## config.mk

```make
export PLATFORM = sky130hd
export DESIGN_NAME = tagctrl_mem_arbiter
export DESIGN_NICKNAME = d
export VERILOG_FILES = /design/src/rtl/tagctrl_mem_arbiter.sv
export SDC_FILE = /design/constraint.sdc
export NUM_CORES = 1
export LEC_CHECK = 0
export CAP_MARGIN = 20
export CORE_AREA = 2 2 215 217
export CTS_CLUSTER_DIAMETER = 200
export DETAILED_ROUTE_END_ITERATION = 8
export DIE_AREA = 0 0 217 219
export PLACE_DENSITY = 0.34
export SYNTH_ARGS = -nofsm -noshare
export SYNTH_HDL_FRONTEND = slang
export SYNTH_SLANG_ARGS = --single-unit
```

## constraint.sdc

```tcl
create_clock -name clk_i -period 4.86 [get_ports clk_i]
set_input_delay 0.729 -clock clk_i [delete_from_list [all_inputs] [get_ports clk_i]]
set_output_delay 0.729 -clock clk_i [all_outputs]
set_load 0.03 [all_outputs]
```

## src/rtl/tagctrl_mem_arbiter.sv

```systemverilog
// tagctrl_mem_arbiter: two-port (data/tag) arbiter in front of a single-cycle SRAM.
// Ports:
//   clk_i, rst_i                 clock, asynchronous active-high reset
//   req_i/lock_i/we_i            per-requester request, lock, write enable (0 = data, 1 = tag)
//   addr_i/be_i/wdata_i          per-requester access fields
//   gnt_o                        per-requester same-cycle grant (one-hot or zero)
//   rvalid_o, rdata_o            per-requester read-valid, shared read data
//   mem_*_o, mem_rdata_i         SRAM port; read data arrives one cycle after the read
module tagctrl_mem_arbiter #(
    parameter int unsigned AddrWidth    = 64,
    parameter int unsigned DataWidth    = 64,
    parameter int unsigned MaxLockBeats = 16
) (
    input  logic                          clk_i,
    input  logic                          rst_i,
    input  logic [1:0]                    req_i,
    input  logic [1:0]                    lock_i,
    input  logic [1:0]                    we_i,
    input  logic [1:0][AddrWidth-1:0]     addr_i,
    input  logic [1:0][DataWidth/8-1:0]   be_i,
    input  logic [1:0][DataWidth-1:0]     wdata_i,
    output logic [1:0]                    gnt_o,
    output logic [1:0]                    rvalid_o,
    output logic [DataWidth-1:0]          rdata_o,
    output logic                          mem_req_o,
    output logic                          mem_we_o,
    output logic [AddrWidth-1:0]          mem_addr_o,
    output logic [DataWidth/8-1:0]        mem_be_o,
    output logic [DataWidth-1:0]          mem_wdata_o,
    input  logic [DataWidth-1:0]          mem_rdata_i
);
    localparam int unsigned CntWidth = $clog2(MaxLockBeats + 1);
    localparam logic [CntWidth-1:0] CntMax = CntWidth'(MaxLockBeats);

    logic                rr_q, rr_d;
    logic                lock_active_q, lock_active_d;
    logic                owner_q, owner_d;
    logic [CntWidth-1:0] lock_cnt_q, lock_cnt_d;
    logic                rd_pend_q, rd_pend_d;
    logic                rd_idx_q, rd_idx_d;

    logic other, forced, owner_wins, any_gnt, win, release_lock, acquire;

    always_comb begin
        other        = ~owner_q;
        // The waiting port takes the beat once the owner has used up its budget.
        forced       = lock_active_q && (lock_cnt_q == CntMax) && req_i[other];
        owner_wins   = lock_active_q && req_i[owner_q] && !forced;
        any_gnt      = |req_i;
        // With a single requester, req_i[1] names it; with two, rr_q decides.
        win          = forced ? other : owner_wins ? owner_q : (&req_i) ? rr_q : req_i[1];
        gnt_o        = any_gnt ? (win ? 2'b10 : 2'b01) : 2'b00;
        mem_req_o    = any_gnt;
        mem_we_o     = any_gnt ? we_i[win] : 1'b0;
        mem_addr_o   = any_gnt ? addr_i[win] : '0;
        mem_be_o     = any_gnt ? be_i[win] : '0;
        mem_wdata_o  = any_gnt ? wdata_i[win] : '0;
        rdata_o      = mem_rdata_i;
        rvalid_o     = {rd_pend_q & rd_idx_q, rd_pend_q & ~rd_idx_q};
        // When the owner still requests and is not forced out it is the winner,
        // so a dropped lock_i on the owner releases after this grant.
        release_lock = lock_active_q && (!req_i[owner_q] || forced || !lock_i[owner_q]);
        // Release resolves first, so the new winner may take the lock in the same grant.
        acquire      = (!lock_active_q || release_lock) && any_gnt && lock_i[win];
        rr_d         = any_gnt ? ~win : rr_q;
        lock_active_d = lock_active_q && !release_lock ? 1'b1 : acquire;
        owner_d      = acquire ? win : owner_q;
        lock_cnt_d   = (lock_active_q && !release_lock)
                       ? ((req_i[other] && lock_cnt_q < CntMax) ? lock_cnt_q + CntWidth'(1) : lock_cnt_q)
                       : (acquire ? CntWidth'(1) : '0);
        rd_pend_d    = any_gnt && !we_i[win];
        rd_idx_d     = win;
    end

    always_ff @(posedge clk_i or posedge rst_i) begin
        if (rst_i) begin
            rr_q          <= 1'b0;
            lock_active_q <= 1'b0;
            owner_q       <= 1'b0;
            lock_cnt_q    <= '0;
            rd_pend_q     <= 1'b0;
            rd_idx_q      <= 1'b0;
        end else begin
            rr_q          <= rr_d;
            lock_active_q <= lock_active_d;
            owner_q       <= owner_d;
            lock_cnt_q    <= lock_cnt_d;
            rd_pend_q     <= rd_pend_d;
            rd_idx_q      <= rd_idx_d;
        end
    end
endmodule

```

==> results.md <==
- Synth area leaders: a22o_1 (46%), buf_4 (19%), dfrtp_1 (9.7%)
- Synth-to-layout area growth: 170%
- Syn_area_per_cell: 8.49 sq um
- Fin area: 6990 sq um
- Hold_buf cts: 0
- DIE WIDTH: 217 microns
- Post-cts gate resize count: 0
- Fill cells: 5120
- CTS Sinks: 10
- Req. time, crit path: 4130 ps
- Synth cell count leaders: a22o_1 (137), buf_4 (66), buf_2 (15)
- Final min period: 3990 ps
- Final net count: 985
- EDFF count, synth: 0
- Via count of the routed design: 3836
- Worst-Skew Late Latency: 230 ps
- Number of port buffers: 421
- DRT Wirelength: 19800 microns
- F_max: 250 MHz
- Top cell type's share of synthesized area: 46.3%
- Critical path arrival: 3270 ps
- Root Driver: clkbuf_16
- Number of global-route vias before repair: 3950
- Hold Path Class: reg2reg
- Async set-reset flop share out of synthesis: 100%
- ANT nets after route: 0
- Most used DFF post-synth: dfrtp_1
- Crit Path Class: in2out
- Post-Syn Instances: 305
- Inserted Clock Buffers: 3
- Pin count of the biggest net entering global routing: 66
- Final Wtd Congestion: 0.751
- Layout cells sized above 1: 2.35%
- First-pass GRT wire length: 26500 microns
- Clock skew: 1.96 ps
- Global Route Usage Sum: 7.45%
- DR iter-0 viols: 96
- Post-DP Area: 6910 sq um
- Post-Synthesis Net Count: 651
- Core Region: 45100 sq um
- Most used cell, CP: clkdlybuf4s50_1
- Top delay family on crit path: buffers and inverters
- Initial core utilization: 5.74%
- Rows: 78
- Leakage power: 2.55 nW
- RSZ-0062 raised after global routing: no
- Total Die Area: 47500 sq um
- Via density: 3.10
- Register bit total from synthesis: 10
- Max-slew violations: 0
- Critical path capture point type: output pin
- Final HPWL DP: 16800 microns
- Yosys top cell by area: a22o_1
- # IOs: 550
- Routed length per instance: 16.0 microns
- Period utilisation layout: 82.2%
- PD cells: 198 nW/um^2
- Max incr delay on CP: 600 ps
- Grt total ovfl: 0
- Ys Warns: 0
- CP cell instances: clkdlybuf4s50_1 > inv_1 > or3_1 > nand3_4 > inv_4 > buf_12 > a22o_1 > clkdlybuf4s50_1
- Actual slew at the worst max-slew pin: 612 ps
- Initial antenna violation count: 3
- Sequential share of the synthesized area: 9.66%
- Most numerous cell in the Yosys netlist: a22o_1
- Outcome: finished clean
- Worst vdd ir: 83.2 uV
- Crit start category: input port
- Hold Vio Cnt, Final: 0
- Worst-path maximum fanout: 64
- CP max stage cell: clkdlybuf4s50_1
- Design Power: 1.39 mW
- Die span in y: 219 microns
- Clk pin slew, worst setup/hold paths: 40 ps
- Worst rel slew slack: 58.0%
- 1st-pass router iterations: 5
- Post-route DRC: 0
- H-tree levels: 1
- Clock buffer depth: 2
- TritonCTS clock tree: yes
- Mapped Area: 2590 sq um
- Post-CTS Setup Bufs: 0
- Synth cell types: 37
- Final setup TNS: 0 ps
- CP Buf/Inv Count: 5
- Max Cap Viol: 0
- Final setup vio count: 0
## area by class of cell
cell class / instances / area, sq um / area share (%)
well taps: 600 / 751 / 10.7
diodes: 1 / 2.50 / 0.0358
inverters: 10 / 40.0 / 0.573
repair buffers: 425 / 4290 / 61.5
clock buffers: 3 / 75.1 / 1.07
flip-flops and latches: 10 / 250 / 3.58
multi-input cells: 189 / 1570 / 22.5
## cell usage in the layout (no fill, tap or decap), types with 2 or more instances in the layout
| master | n |
|---|---|
| mux2_4 | 2 |
| or3_1 | 2 |
| a22o_1 | 137 |
| nor2_1 | 7 |
| ha_1 | 2 |
| buf_12 | 4 |
| xnor2_1 | 2 |
| o21ai_0 | 2 |
| dfrtp_1 | 10 |
| clkbuf_16 | 3 |
| a21oi_1 | 2 |
| nand2_1 | 5 |
| nand3_1 | 5 |
| inv_1 | 9 |
| clkdlybuf4s50_1 | 421 |
| nand3b_1 | 3 |
## routing by layer
| layer | routed length (microns) | up-vias | part of all wire (%) | GRT usage (%) |
|---|---|---|---|---|
| met3 | 2470 | 8 | 12 | 3.53 |
| li1 | - | 1796 | - | - |
| met4 | 171 | 0 | 0.86 | 1.00 |
| met1 | 8030 | 1732 | 41 | 9.00 |
| met5 | 0 | - | 0 | 0 |
| met2 | 9150 | 300 | 46 | 12.3 |
## per-stage QoR
step,utilization [%],cells,hold slack [ps],setup WS (ps)
after CTS,15.5,1237,528,869
after detailed placement,15.3,1234,520,868
after global routing,15.5,1238,556,747
final,15.5,1238,536,865
after floorplan,-,305,479,2130
after global placement,15.3,1234,544,898
## power by group
| group | switching (mW) | internal [mW] |
|---|---|---|
| Sequential | 0.0116 | 0.0914 |
| Combinational | 0.568 | 0.574 |
| Clock | 0.0352 | 0.106 |
## sequential cells by signal, indices dropped and copies added, names as in the netlist
| name | count |
|---|---|
| owner_q | 1 |
| rd_idx_q | 1 |
| lock_active_q | 1 |
| rr_q | 1 |
| rd_pend_q | 1 |
| lock_cnt_q | 5 |
## final timing paths
check                                 end  cells after the start  slack, ps          start
max in group asynchronous   lock_cnt_q[0]                      2       3750          rst_i
min in group asynchronous        rd_idx_q                      2        800          rst_i
min reg2reg                          rr_q                      1        540           rr_q
min                                  rr_q                      1        540           rr_q
max                        mem_addr_o[26]                      8        870       req_i[0]
max reg2reg                      rd_idx_q                      7       3060  lock_cnt_q[0]
## kinds of logic (layout without fill, tap and decap cells)
logic type | count (synthesis) | after routing | synth area share (%)
compound gates | 149 | 149 | 49.7
flops | 10 | 10 | 9.66
fa+ha+maj | 2 | 2 | 0.966
mux | 3 | 3 | 1.55
simple gates | 33 | 33 | 7.78
other cells | 0 | 1 | 0
buf+inv | 106 | 438 | 29.7
xor+xnor | 2 | 2 | 0.676
Note: power is estimated with default switching activity, not from simulation.
==> edit 1, RTL diff (same flow settings) <==
Set the parameter `AddrWidth` to 96 (it was 64).
--- a/src/rtl/tagctrl_mem_arbiter.sv
+++ b/src/rtl/tagctrl_mem_arbiter.sv
@@ -8,5 +8,5 @@
 //   mem_*_o, mem_rdata_i         SRAM port; read data arrives one cycle after the read
 module tagctrl_mem_arbiter #(
-    parameter int unsigned AddrWidth    = 64,
+    parameter int unsigned AddrWidth    = 96,
     parameter int unsigned DataWidth    = 64,
     parameter int unsigned MaxLockBeats = 16
Ports: changed (resized addr_i and mem_addr_o); port bits go from 550 to 646. No check against the original RTL was run, so the function may have changed too.
==> edit 1 against the unedited design <==
Clock skew is essentially flat. Cell area grew 20%. Worst setup slack lost 0.19 ns. Wire length grew 33%. Synthesized area grew 14%. Power grew 23%. Sequential cell count is the same. Global-route usage grew 2.5 points. First-iteration DRC count grew 120%. Via count grew 23%. Critical path depth is the same. Critical path type unchanged. Highest routed layer unchanged.
==> edit 1: results (changes against the unedited design) <==
status: "finished clean"
drt_pass1_iterations: 6  # +1
synth_top_area_share: 0.500  # +0.0371
cts_made_buffers: 3  # unchanged
dpl.hpwl_um: 23200  # +38%
antenna_found_initial: 3  # unchanged
routedWlPerCell_um: 19.0  # +18%
fin_skew_ns: 0.00149  # -0.000470 ns
port_buffers: 517  # +23%
grt_use_total: 0.0996  # +0.0251
regMostFlops: "lock_cnt_q"
worstSkewPairLatency_ns: 0.23  # about the same
drive_above_1_share: 0.0494  # +0.0259
postCtsSetupRepairBufs: 0  # unchanged
viasPerCell: 3.38  # +9.2%
clockBufferDepth: 2  # unchanged
ys_types: 36  # -2.7%
maxSlewHeadroom: 0.575  # -0.00520
largest_reg_flops: 5  # unchanged
peakVddDrop_mv: 0.151  # +81%
cp_max_fo: 73  # +14%
grt_pass1_wl_um: 34800  # +31%
synth_top_cells_by_count: "a22o_1 (169), buf_4 (64), buf_6 (23)"
nets: 1200  # +22%
slowest_delay_ns: 0.68  # +0.08 ns
switchingPower_uw: 765  # +25%
leakage_uw: 0.00316  # +24%
ys_seq_area_frac: 0.0846  # -0.0120
drt-initial-drc-count: 210  # +120%
cts_resized: 0  # unchanged
n_fill_cell: 5068  # -1.0%
first_global_vias: 4849  # +23%
ys.flop_type: "dfrtp_1"
syn_nets: 754  # +16%
place_congestion: 0.818  # +9.0%
root_buffer: "clkbuf_16"
hp-class: "reg2reg"
yosysWarnings: 0  # unchanged
async_flop_share: 1.00  # unchanged
yosysTopAreaCell: "a22o_1"
h-tree-depth: 1  # unchanged
cp.arrival_ns: 3.46  # +0.19 ns
synthTopCellsByArea: "a22o_1 (50%), buf_4 (16%), buf_6 (8.8%), dfrtp_1 (8.5%), buf_2 (2.7%)"
grt_max_degree: 74  # +12%
cp_slowest_cell: "clkdlybuf4s50_1"
clkTransAtPathRegs_ns: 0.04  # about the same
==> edit 1: cell types whose count changed after synthesis <==
| cell | delta |
|---|---|
| a22o_1 | +32 |
| buf_2 | +1 |
| buf_4 | -2 |
| buf_6 | +9 |
| clkbuf_1 | -1 |
==> edit 1: final timing paths <==
| kind | from | to | slack, ns | cells past startpoint |
|---|---|---|---|---|
| setup / recovery | req_i[0] | mem_wdata_o[1] | 0.67 | 8 |
| hold reg to reg | rr_q | rr_q | 0.51 | 1 |
| min in group asynchronous | rst_i | lock_cnt_q[4] | 0.79 | 2 |
| setup reg to reg | lock_cnt_q[0] | rd_idx_q | 2.80 | 7 |
| max in group asynchronous | rst_i | owner_q | 3.78 | 2 |
| hold / removal | rr_q | rr_q | 0.51 | 1 |
==> edit 1: per-stage QoR <==
| stage | util | cell area [um2] | setup WS [ns] | hold WS (ns) | std cells |
|---|---|---|---|---|---|
| floorplan | - | 2960 | 2.08 | 0.479 | 344 |
| global placement | 0.184 | 8300 | 0.657 | 0.508 | 1385 |
| detailed placement | 0.184 | 8300 | 0.621 | 0.505 | 1385 |
| CTS | 0.186 | 8390 | 0.617 | 0.514 | 1389 |
| global route | 0.186 | 8400 | 0.477 | 0.528 | 1392 |
| finish | 0.186 | 8400 | 0.674 | 0.508 | 1393 |
==> edit 1: critical path, delay by kind of cell <==
kind	cells	cell delay, ns
buffers and inverters	4	2.00
AO/OA/AOI/OAI	1	0.18
multiplexers	1	0.18
AND/OR/NAND/NOR	2	0.25
==> edit 1: logic make-up (layout without fill, tap and decap cells) <==
family | count (synthesis) | in the layout | synth area share
DFF | 10 | 10 | 0.0846
adders and majority gates | 2 | 2 | 0.00846
buffers and inverters | 113 | 558 | 0.290
and+or+nand+nor | 33 | 33 | 0.0681
xor gates and xnor gates | 2 | 2 | 0.00592
other | 0 | 4 | 0
AOI/OAI and AO/OA | 181 | 181 | 0.530
muxes | 3 | 3 | 0.0135
==> edit 1: power by group through the flow <==
stage               Clock, uW  Sequential (uW)  Combinational [uW]
floorplan                   0             98.3                 817
global placement            0              104                1460
detailed placement          0              104                1450
CTS                       166              102                1450
global route              169              104                1510
finish                    162              102                1440
==> edit 1: final cells by class <==
cell class | count | area [um2] | share of cell area
flip-flops and latches | 10 | 250 | 0.0298
clock buffers | 4 | 88.8 | 0.0106
multi-input cells | 221 | 1850 | 0.221
inverters | 10 | 42.5 | 0.00507
repair buffers | 544 | 5400 | 0.643
diodes | 4 | 10.0 | 0.00119
well taps | 600 | 751 | 0.0894
==> edit 1: per-layer routing <==
metal	global-route usage	vias to the layer above	share of wire
li1	-	2206	-
met1	0.110	2152	0.38
met2	0.181	353	0.51
met3	0.0439	2	0.12
met4	0.0103	0	0.0041
met5	0	-	0
==> edit 2, RTL diff (config.mk and constraints unchanged) <==
Without the edit above. Reset style: synchronous (`rst_i`), changed in one clocked block. Comments in the files are not updated.
--- a/src/rtl/tagctrl_mem_arbiter.sv
+++ b/src/rtl/tagctrl_mem_arbiter.sv
@@ -73,5 +73,5 @@
     end
 
-    always_ff @(posedge clk_i or posedge rst_i) begin
+    always_ff @(posedge clk_i) begin
         if (rst_i) begin
             rr_q          <= 1'b0;
Formal check against the unedited RTL: differs if rst_i is asserted again (counterexample within 4 cycles, from zero or initial values and one cycle with rst_i high); with rst_i held inactive, the same outputs for 4 cycles.
==> edit 2 against the unedited design <==
Critical path depth fell by 1. Wire length decreased by 7.5%. Cell area shrank 1.3%. Sequential share of layout area decreased by 0.68 points. Critical endpoint is now mem_wdata_o[21]. Power down 15%. Worst setup slack lost 0.11 ns. Sequential cell count is the same. Synthesized area shrank 2.0%. Die area stayed put. Global-route usage fell by 0.79 points. Count of clock-buffer cells in the layout unchanged.
==> edit 2: results (changes against the unedited design) <==
buf_share: 0.621  # +0.00635
cp_max_fo: 74  # +16%
fin_area_mm2: 0.00690  # -1.3%
grt_use_total: 0.0666  # -0.00789
seq_area_um2: 200  # -20%
clkPwrFrac: 0.119  # +0.017
wirelength_um: 18300  # -7.5%
antennaDiodeCount: 0  # -1
synth_mux_area_frac: 0.0163  # +0.000813
async_flop_share: 0  # -1.00
ys_types: 36  # -2.7%
synth_xor_area_frac: 0.0133  # +0.00655
flops_and_latches: 10  # unchanged
setup_ws_ns: 0.758  # -0.107 ns
nets: 980  # -0.51%
leakage_uw: 0.00247  # -3.1%
finalPower_uw: 1180  # -15%
synth_top_cells_by_count: "a22o_1 (136), buf_4 (76), buf_6 (14)"
status: "finished clean"
swShare: 0.423  # -0.0205
syn_nets: 647  # -0.61%
multi_input_gates: 190  # +0.53%
drt_pass1_iterations: 4  # -1
grt_pass1_wl_um: 24200  # -8.9%
dpl.hpwl_um: 15700  # -6.5%
clock_area_frac: 0.0109  # +0.000136
inverters: 4  # -6
place_congestion: 0.683  # -9.0%
antenna_found_initial: 0  # -3
ys.flop_type: "dfxtp_1"
drive_above_1_share: 0.0301  # +0.00652
multi_input_area_share: 0.228  # +0.00286
fin_skew_ns: 0.00304  # +0.00108 ns
synth_fa_ha_area_frac: 0.00986  # +0.000200
place_area_mm2: 0.00682  # -1.2%
synth_compound_area_frac: 0.520  # +0.0231
synthTopCellsByArea: "a22o_1 (47%), buf_4 (22%), dfxtp_1 (7.9%), buf_6 (6.2%), nor2_1 (1.6%)"
cp.arrival_ns: 3.37  # +0.10 ns
p_seq_uw: 90.8  # -12%
viasPerCell: 3.04  # -1.8%
-- edit 2: per-layer routing --
layer | GRT usage | vias to the layer above | routed length (um)
met3 | 0.0240 | 28 | 2230
li1 | - | 1784 | -
met2 | 0.119 | 274 | 9010
met4 | 0.0139 | 0 | 334
met5 | 0 | - | 0
met1 | 0.0762 | 1663 | 6750
-- edit 2: path summary, 6_finish.rpt --
path	start	to	depth (start not counted)
worst min register to register	rr_q	rr_q	2
worst min-delay path	rr_q	rr_q	2
worst max register to register	lock_cnt_q[0]	rd_pend_q	8
worst max-delay path	req_i[0]	mem_wdata_o[21]	7
-- edit 2: logic make-up (layout without fill, tap and decap cells) --
logic type,after synthesis,in the layout
multiplexers,4,4
XOR/XNOR,3,3
buffers and inverters,101,432
AND/OR/NAND/NOR,29,29
AO/OA/AOI/OAI,152,152
adder cells (fa/ha/maj),2,2
flip-flops,10,10
-- edit 2: critical path, delay by kind of cell --
kind	cells	cell delay, ns
buffers and inverters	4	1.69
AO/OA/AOI/OAI	3	0.84
